### src/rtl/shift_ctrl_if.sv
// Command/datapath bundle between a requester, the 4-bit shift register and shift_ctrl.
// The controller takes the slave view; the requester/datapath side takes the master view.
interface shift_ctrl_if #(
  parameter int CNT_W = 3
);
  logic             req;
  logic [1:0]       op;
  logic [CNT_W-1:0] count;
  logic [3:0]       data_in;
  logic             ser_in;
  logic [3:0]       q;
  logic [1:0]       mode;
  logic [3:0]       d_out;
  logic             s_out;
  logic             busy;
  logic             ack;
  logic [CNT_W-1:0] remain;

  modport master (
    output req, op, count, data_in, ser_in, q,
    input  mode, d_out, s_out, busy, ack, remain
  );

  modport slave (
    input  req, op, count, data_in, ser_in, q,
    output mode, d_out, s_out, busy, ack, remain
  );
endinterface

### src/rtl/shift_ctrl.sv
// Sequencer for the 4-bit SET/RESET shift register: accepts one load/shift/rotate
// command at a time and drives MODE/D_OUT/S_OUT for the required number of cycles.
module shift_ctrl #(
  parameter int CNT_W = 3
) (
  input  logic     CLK,
  input  logic     RESET,
  shift_ctrl_if.slave bus
);

  typedef enum logic [1:0] {IDLE, LOAD, SHIFT, DONE} state_t;
  typedef enum logic [1:0] {
    OP_LOAD = 2'b00,
    OP_SHL  = 2'b01,
    OP_SHR  = 2'b10,
    OP_ROR  = 2'b11
  } op_t;

  localparam logic [1:0] MODE_HOLD = 2'b00;
  localparam logic [1:0] MODE_SHL  = 2'b01;
  localparam logic [1:0] MODE_SHR  = 2'b10;
  localparam logic [1:0] MODE_LOAD = 2'b11;

  state_t           state, state_nx;
  op_t              op_q, op_nx;
  logic [1:0]       mode_q, mode_nx;
  logic [3:0]       d_out_q, d_out_nx;
  logic             ser_q, ser_nx;
  logic             busy_q, busy_nx;
  logic             ack_q, ack_nx;
  logic [CNT_W-1:0] remain_q, remain_nx;
  logic             accept;

  // REQ is only looked at in IDLE; anything arriving while busy is dropped.
  assign accept = (state == IDLE) && bus.req;

  // NOTE: state elements use non-blocking assignments so every flop samples
  // the pre-edge values, regardless of statement order.
  always_ff @(posedge CLK or negedge RESET) begin
    if (!RESET) begin
      state    <= IDLE;
      op_q     <= OP_LOAD;
      mode_q   <= MODE_HOLD;
      d_out_q  <= '0;
      ser_q    <= 1'b0;
      busy_q   <= 1'b0;
      ack_q    <= 1'b0;
      remain_q <= '0;
    end else begin
      state    <= state_nx;
      op_q     <= op_nx;
      mode_q   <= mode_nx;
      d_out_q  <= d_out_nx;
      ser_q    <= ser_nx;
      busy_q   <= busy_nx;
      ack_q    <= ack_nx;
      remain_q <= remain_nx;
    end
  end

  // NOTE: every combinational output gets a default before the case so no
  // path leaves it unassigned, which would otherwise infer a latch.
  always_comb begin
    state_nx = state;
    case (state)
      IDLE: begin
        if (bus.req) begin
          if (op_t'(bus.op) == OP_LOAD)  state_nx = LOAD;
          else if (bus.count != '0)      state_nx = SHIFT;
          else                           state_nx = DONE;
        end
      end
      LOAD:    state_nx = DONE;
      SHIFT:   if (remain_q <= CNT_W'(1)) state_nx = DONE;
      DONE:    state_nx = IDLE;
      default: state_nx = IDLE;
    endcase
  end

  // Registered outputs are computed from the state being entered, so they
  // line up with that state on the cycle after the edge.
  always_comb begin
    op_nx     = op_q;
    d_out_nx  = d_out_q;
    ser_nx    = ser_q;
    mode_nx   = MODE_HOLD;
    remain_nx = '0;
    busy_nx   = (state_nx != IDLE);
    ack_nx    = (state_nx == DONE);

    if (accept) begin
      op_nx  = op_t'(bus.op);
      ser_nx = (op_t'(bus.op) == OP_SHL || op_t'(bus.op) == OP_SHR) ? bus.ser_in : 1'b0;
      if (op_t'(bus.op) == OP_LOAD) d_out_nx = bus.data_in;
    end

    case (state_nx)
      LOAD:  mode_nx = MODE_LOAD;
      SHIFT: begin
        mode_nx   = (op_nx == OP_SHL) ? MODE_SHL : MODE_SHR;
        remain_nx = accept ? bus.count : remain_q - CNT_W'(1);
      end
      default: mode_nx = MODE_HOLD;
    endcase
  end

  assign bus.mode   = mode_q;
  assign bus.d_out  = d_out_q;
  assign bus.busy   = busy_q;
  assign bus.ack    = ack_q;
  assign bus.remain = remain_q;
  // Rotate feeds Q[0] back combinationally so the bit leaving on the right re-enters at Q[3].
  assign bus.s_out  = (state == SHIFT && op_q == OP_ROR) ? bus.q[0] : ser_q;

endmodule

### src/flat_wrapper.sv
// flat-port wrapper written by rule: the top's interface ports become plain ports
module shift_ctrl_flat 
#(
  parameter int CNT_W = 3
)
  (CLK, RESET, bus_req, bus_op, bus_count, bus_data_in, bus_ser_in, bus_q, bus_mode, bus_d_out, bus_s_out, bus_busy, bus_ack, bus_remain);
  shift_ctrl_if #(.CNT_W(CNT_W)) bus_i ();
  input  logic CLK;
  input  logic RESET;
  input wire logic [$bits(bus_i.req)-1:0] bus_req;
  input wire logic [$bits(bus_i.op)-1:0] bus_op;
  input wire logic [$bits(bus_i.count)-1:0] bus_count;
  input wire logic [$bits(bus_i.data_in)-1:0] bus_data_in;
  input wire logic [$bits(bus_i.ser_in)-1:0] bus_ser_in;
  input wire logic [$bits(bus_i.q)-1:0] bus_q;
  output wire logic [$bits(bus_i.mode)-1:0] bus_mode;
  output wire logic [$bits(bus_i.d_out)-1:0] bus_d_out;
  output wire logic [$bits(bus_i.s_out)-1:0] bus_s_out;
  output wire logic [$bits(bus_i.busy)-1:0] bus_busy;
  output wire logic [$bits(bus_i.ack)-1:0] bus_ack;
  output wire logic [$bits(bus_i.remain)-1:0] bus_remain;
  assign bus_i.req = bus_req;
  assign bus_i.op = bus_op;
  assign bus_i.count = bus_count;
  assign bus_i.data_in = bus_data_in;
  assign bus_i.ser_in = bus_ser_in;
  assign bus_i.q = bus_q;
  assign bus_mode = bus_i.mode;
  assign bus_d_out = bus_i.d_out;
  assign bus_s_out = bus_i.s_out;
  assign bus_busy = bus_i.busy;
  assign bus_ack = bus_i.ack;
  assign bus_remain = bus_i.remain;
  shift_ctrl #(.CNT_W(CNT_W)) u_core (.CLK(CLK), .RESET(RESET), .bus(bus_i));
endmodule
### config.mk
export PLATFORM = sky130hd
export DESIGN_NAME = shift_ctrl_flat
export DESIGN_NICKNAME = d
export VERILOG_FILES = /design/src/rtl/shift_ctrl_if.sv /design/src/rtl/shift_ctrl.sv /design/src/flat_wrapper.sv
export SDC_FILE = /design/constraint.sdc
export NUM_CORES = 1
export LEC_CHECK = 0
export CORE_MARGIN = 1
export CORE_UTILIZATION = 44
export DETAILED_ROUTE_END_ITERATION = 10
export MAX_ROUTING_LAYER = met4
export PLACE_DENSITY = 0.83
export SKIP_LAST_GASP = 1
export SLEW_MARGIN = 20
export SYNTH_ARGS = -nofsm -noshare
export SYNTH_HDL_FRONTEND = slang
export SYNTH_SLANG_ARGS = --single-unit
### constraint.sdc
create_clock -name CLK -period 2.4 [get_ports CLK]
set_input_delay 0.36 -clock CLK [delete_from_list [all_inputs] [get_ports CLK]]
set_output_delay 0.36 -clock CLK [all_outputs]
set_load 0.005 [all_outputs]
==> results.cfg <==
[outcome]
status = complete, no violations

[placement]
io_buffers = 25
hpwlAfterDp_mm = 1.25
gp_congestion = 0.727
placed_area_mm2 = 0.00113

[cts]
cts_hold_buf = 0
clockRootBuffer = clkbuf_4
cts_buffer_depth = 2
cts_buffers = 3
htreeDepth = 1
postCtsSetupBuffers = 0
clk_pin_slew_ns = 0.10
cts_resized = 0
clock-sinks = 16
clock_latency_ns = 0.28
cts_tree = yes

[cells_and_area]
fin_nets = 133
multi_input_area_um2 = 413
fillers = 141
insertedDiodeCount = 0
stdcell_area_mm2 = 0.00116
drive_gt1_share_pct = 7.62
seq_area_um2 = 400
areaGrowthSynthToFinish_pct = 35.7

[floorplanning]
start_util_pct = 48.1
rows = 15
dieArea_mm2 = 0.00213
ios = 29
die_x_um = 46.2
core_mm2 = 0.00178
die_h_um = 46.2

[worst_setup_path]
cp-start-kind = register
max_stage_delay_ns = 0.44
critPathSlowestCell = clkdlybuf4s50_1
cp.arrival_ns = 1.90
cp_max_fo = 3
timing.setup.critical_path_class = reg -> out
crit_path_end_kind = output port
crit_chain = inv_1, ha_1, nand3_1, mux2_1, clkdlybuf4s50_1
cp.required_ns = 2.04

[pwr]
p_per_area_mw_per_mm2 = 1190
ir_worst_vdd_mv = 0.557
cellLeakagePower_nw = 0.543

[sta]
grt_setup_unrepaired = no
slew_headroom_pct = 51.7
finalCriticalPeriod_ns = 2.26
finalSetupViolCount = 0
max_freq_ghz = 0.443
fin_skew_ns = 0.0110
period_share_pct = 94.1
tightest_slew_ns = 0.722
tns_ns = 0
hold_viol = 0
maxSlewViolCount = 0

[detailed_routing]
wl_per_cell_um = 12.4
dr_total_vias = 654
drc = 0
routed_wl_mm = 1.62
ant_nets = 0
routed_via_density = 5.03
drt-pass1-iter-count = 4
drtIter0Drc = 9

[yosys]
syn_area_um2 = 858
synth_cell_types = 26
ys_seq_area_share_pct = 46.6
syn_inst = 77
synth-seq-cells = 16
syn_nets = 104
synth_area_per_cell_um2 = 11.1
yosysWarningCount = 0

[job]
maxCapViolCount = 0

[grt]
antenna_found_initial = 0
grt_util_all_layers_pct = 19.4
grt_pass1_vias = 631
grt_pass1_wl_mm = 2.75
grt_max_degree = 17
grt-ovfl-total = 0

[hold_path]
hp-class = reg -> reg
synthesized netlist by cell type:
| library cell | instances | area share [%] |
|---|---|---|
| a21oi_1 | 1 | 0.58 |
| a31o_1 | 1 | 1.0 |
| a31oi_1 | 1 | 0.73 |
| and4b_1 | 1 | 1.2 |
| buf_6 | 1 | 1.3 |
| dfrtp_1 | 16 | 47 |
| ha_1 | 10 | 15 |
| inv_1 | 8 | 3.5 |
| inv_2 | 1 | 0.44 |
| mux2_1 | 5 | 6.6 |
| nand2_1 | 9 | 3.9 |
| nand2_2 | 1 | 0.73 |
| nand2b_1 | 2 | 1.5 |
| nand3_1 | 1 | 0.58 |
| nand3_2 | 1 | 1.2 |
| nor2b_1 | 1 | 0.73 |
| nor3_1 | 1 | 0.58 |
| o211a_1 | 3 | 3.5 |
| o211ai_1 | 2 | 1.7 |
| o21a_1 | 1 | 0.87 |
| o21ai_0 | 1 | 0.58 |
| o21ai_1 | 5 | 2.9 |
| o311a_1 | 1 | 1.2 |
| o311ai_1 | 1 | 1.0 |
| o31ai_2 | 1 | 1.5 |
| xnor2_1 | 1 | 1.0 |
report_power, final:
group	switching, mW	internal (mW)	total [mW]
Sequential	0.0701	0.391	0.461
Clock	0.0807	0.0923	0.173
Combinational	0.350	0.399	0.749
Total	0.501	0.883	1.38
sequential cells by signal, summed over array words and instances, names as in the netlist:
register and flops:
u_core.ser_q 1, u_core.op_q 2, u_core.bus.ack 1, u_core.bus.mode 2
u_core.bus.busy 1, u_core.bus.remain 3, u_core.state 2, u_core.bus.d_out 4
final timing paths:
kind | cells past startpoint | slack (ns) | endpoint | from
min in group asynchronous | 1 | 0.50 | u_core.bus.d_out[2] | RESET
worst min-delay path | 1 | 0.49 | u_core.bus.d_out[0] | u_core.bus.d_out[0]
worst max register to register | 8 | 0.41 | u_core.bus.mode[0] | u_core.state[1]
max in group asynchronous | 1 | 1.44 | u_core.bus.d_out[0] | RESET
worst max-delay path | 5 | 0.14 | bus_s_out | u_core.state[0]
worst min register to register | 1 | 0.49 | u_core.bus.d_out[0] | u_core.bus.d_out[0]
worst max-delay path: cells and delay by family (launching register included):
kind          cells  cell delay (ns)
fa+ha+maj         1             0.25
buf+inv           2             0.55
flops             1             0.40
mux               1             0.31
simple gates      1             0.10
cell families (layout without fill, tap and decap cells):
| group | Yosys count | in the layout | synth area share, % |
|---|---|---|---|
| compound gates | 18 | 18 | 15.6 |
| simple gates | 17 | 17 | 10.3 |
| flops | 16 | 16 | 46.6 |
| fa+ha+maj | 10 | 10 | 14.6 |
| buf+inv | 10 | 38 | 5.25 |
| mux | 5 | 5 | 6.56 |
| xor+xnor | 1 | 1 | 1.02 |
cell usage in the layout (no fill, tap or decap):
master and instances:
mux2_1 5, o21ai_0 1, o311a_1 1, clkbuf_8 1, and4b_1 1, o211ai_1 2
ha_1 10, inv_1 8, nand2_2 1, o31ai_2 1, o21ai_1 5, a31o_1 1
inv_2 1, clkbuf_4 3, xnor2_1 1, dfrtp_1 16, nor3_1 1, nand2b_1 2
o21a_1 1, clkdlybuf4s50_1 25, nor2b_1 1, o311ai_1 1, a21oi_1 1, o211a_1 3
nand3_1 1, nand2_1 9, a31oi_1 1, nand3_2 1
layer usage:
layer	vias up	part of all wire (%)	GRT usage [%]
li1	327	-	-
met1	300	44	22.7
met2	25	49	31.0
met3	2	5.6	5.10
met4	0	1.1	8.82
met5	-	0	-
stage by stage:
stage / instances / power, mW / hold slack (ns) / util [%] / setup slack [ns]
finish: 130 / 1.38 / 0.492 / 65.3 / 0.142
detailed placement: 126 / 1.21 / 0.481 / 63.3 / 0.193
global placement: 126 / 1.18 / 0.472 / 63.3 / 0.223
floorplan: 77 / 0.929 / 0.0644 / - / 0.658
CTS: 130 / 1.39 / 0.500 / 65.3 / 0.113
global route: 130 / 1.52 / 0.525 / 65.3 / 0.00814
cell type report:
cell class | instances | area share (%)
clock buffer | 4 | 3.11
inverter | 9 | 2.90
multi-input combinational | 51 | 35.4
sequential | 16 | 34.4
tap | 25 | 2.69
timing repair buffer | 25 | 21.5
(Power assumes the default switching activity.)
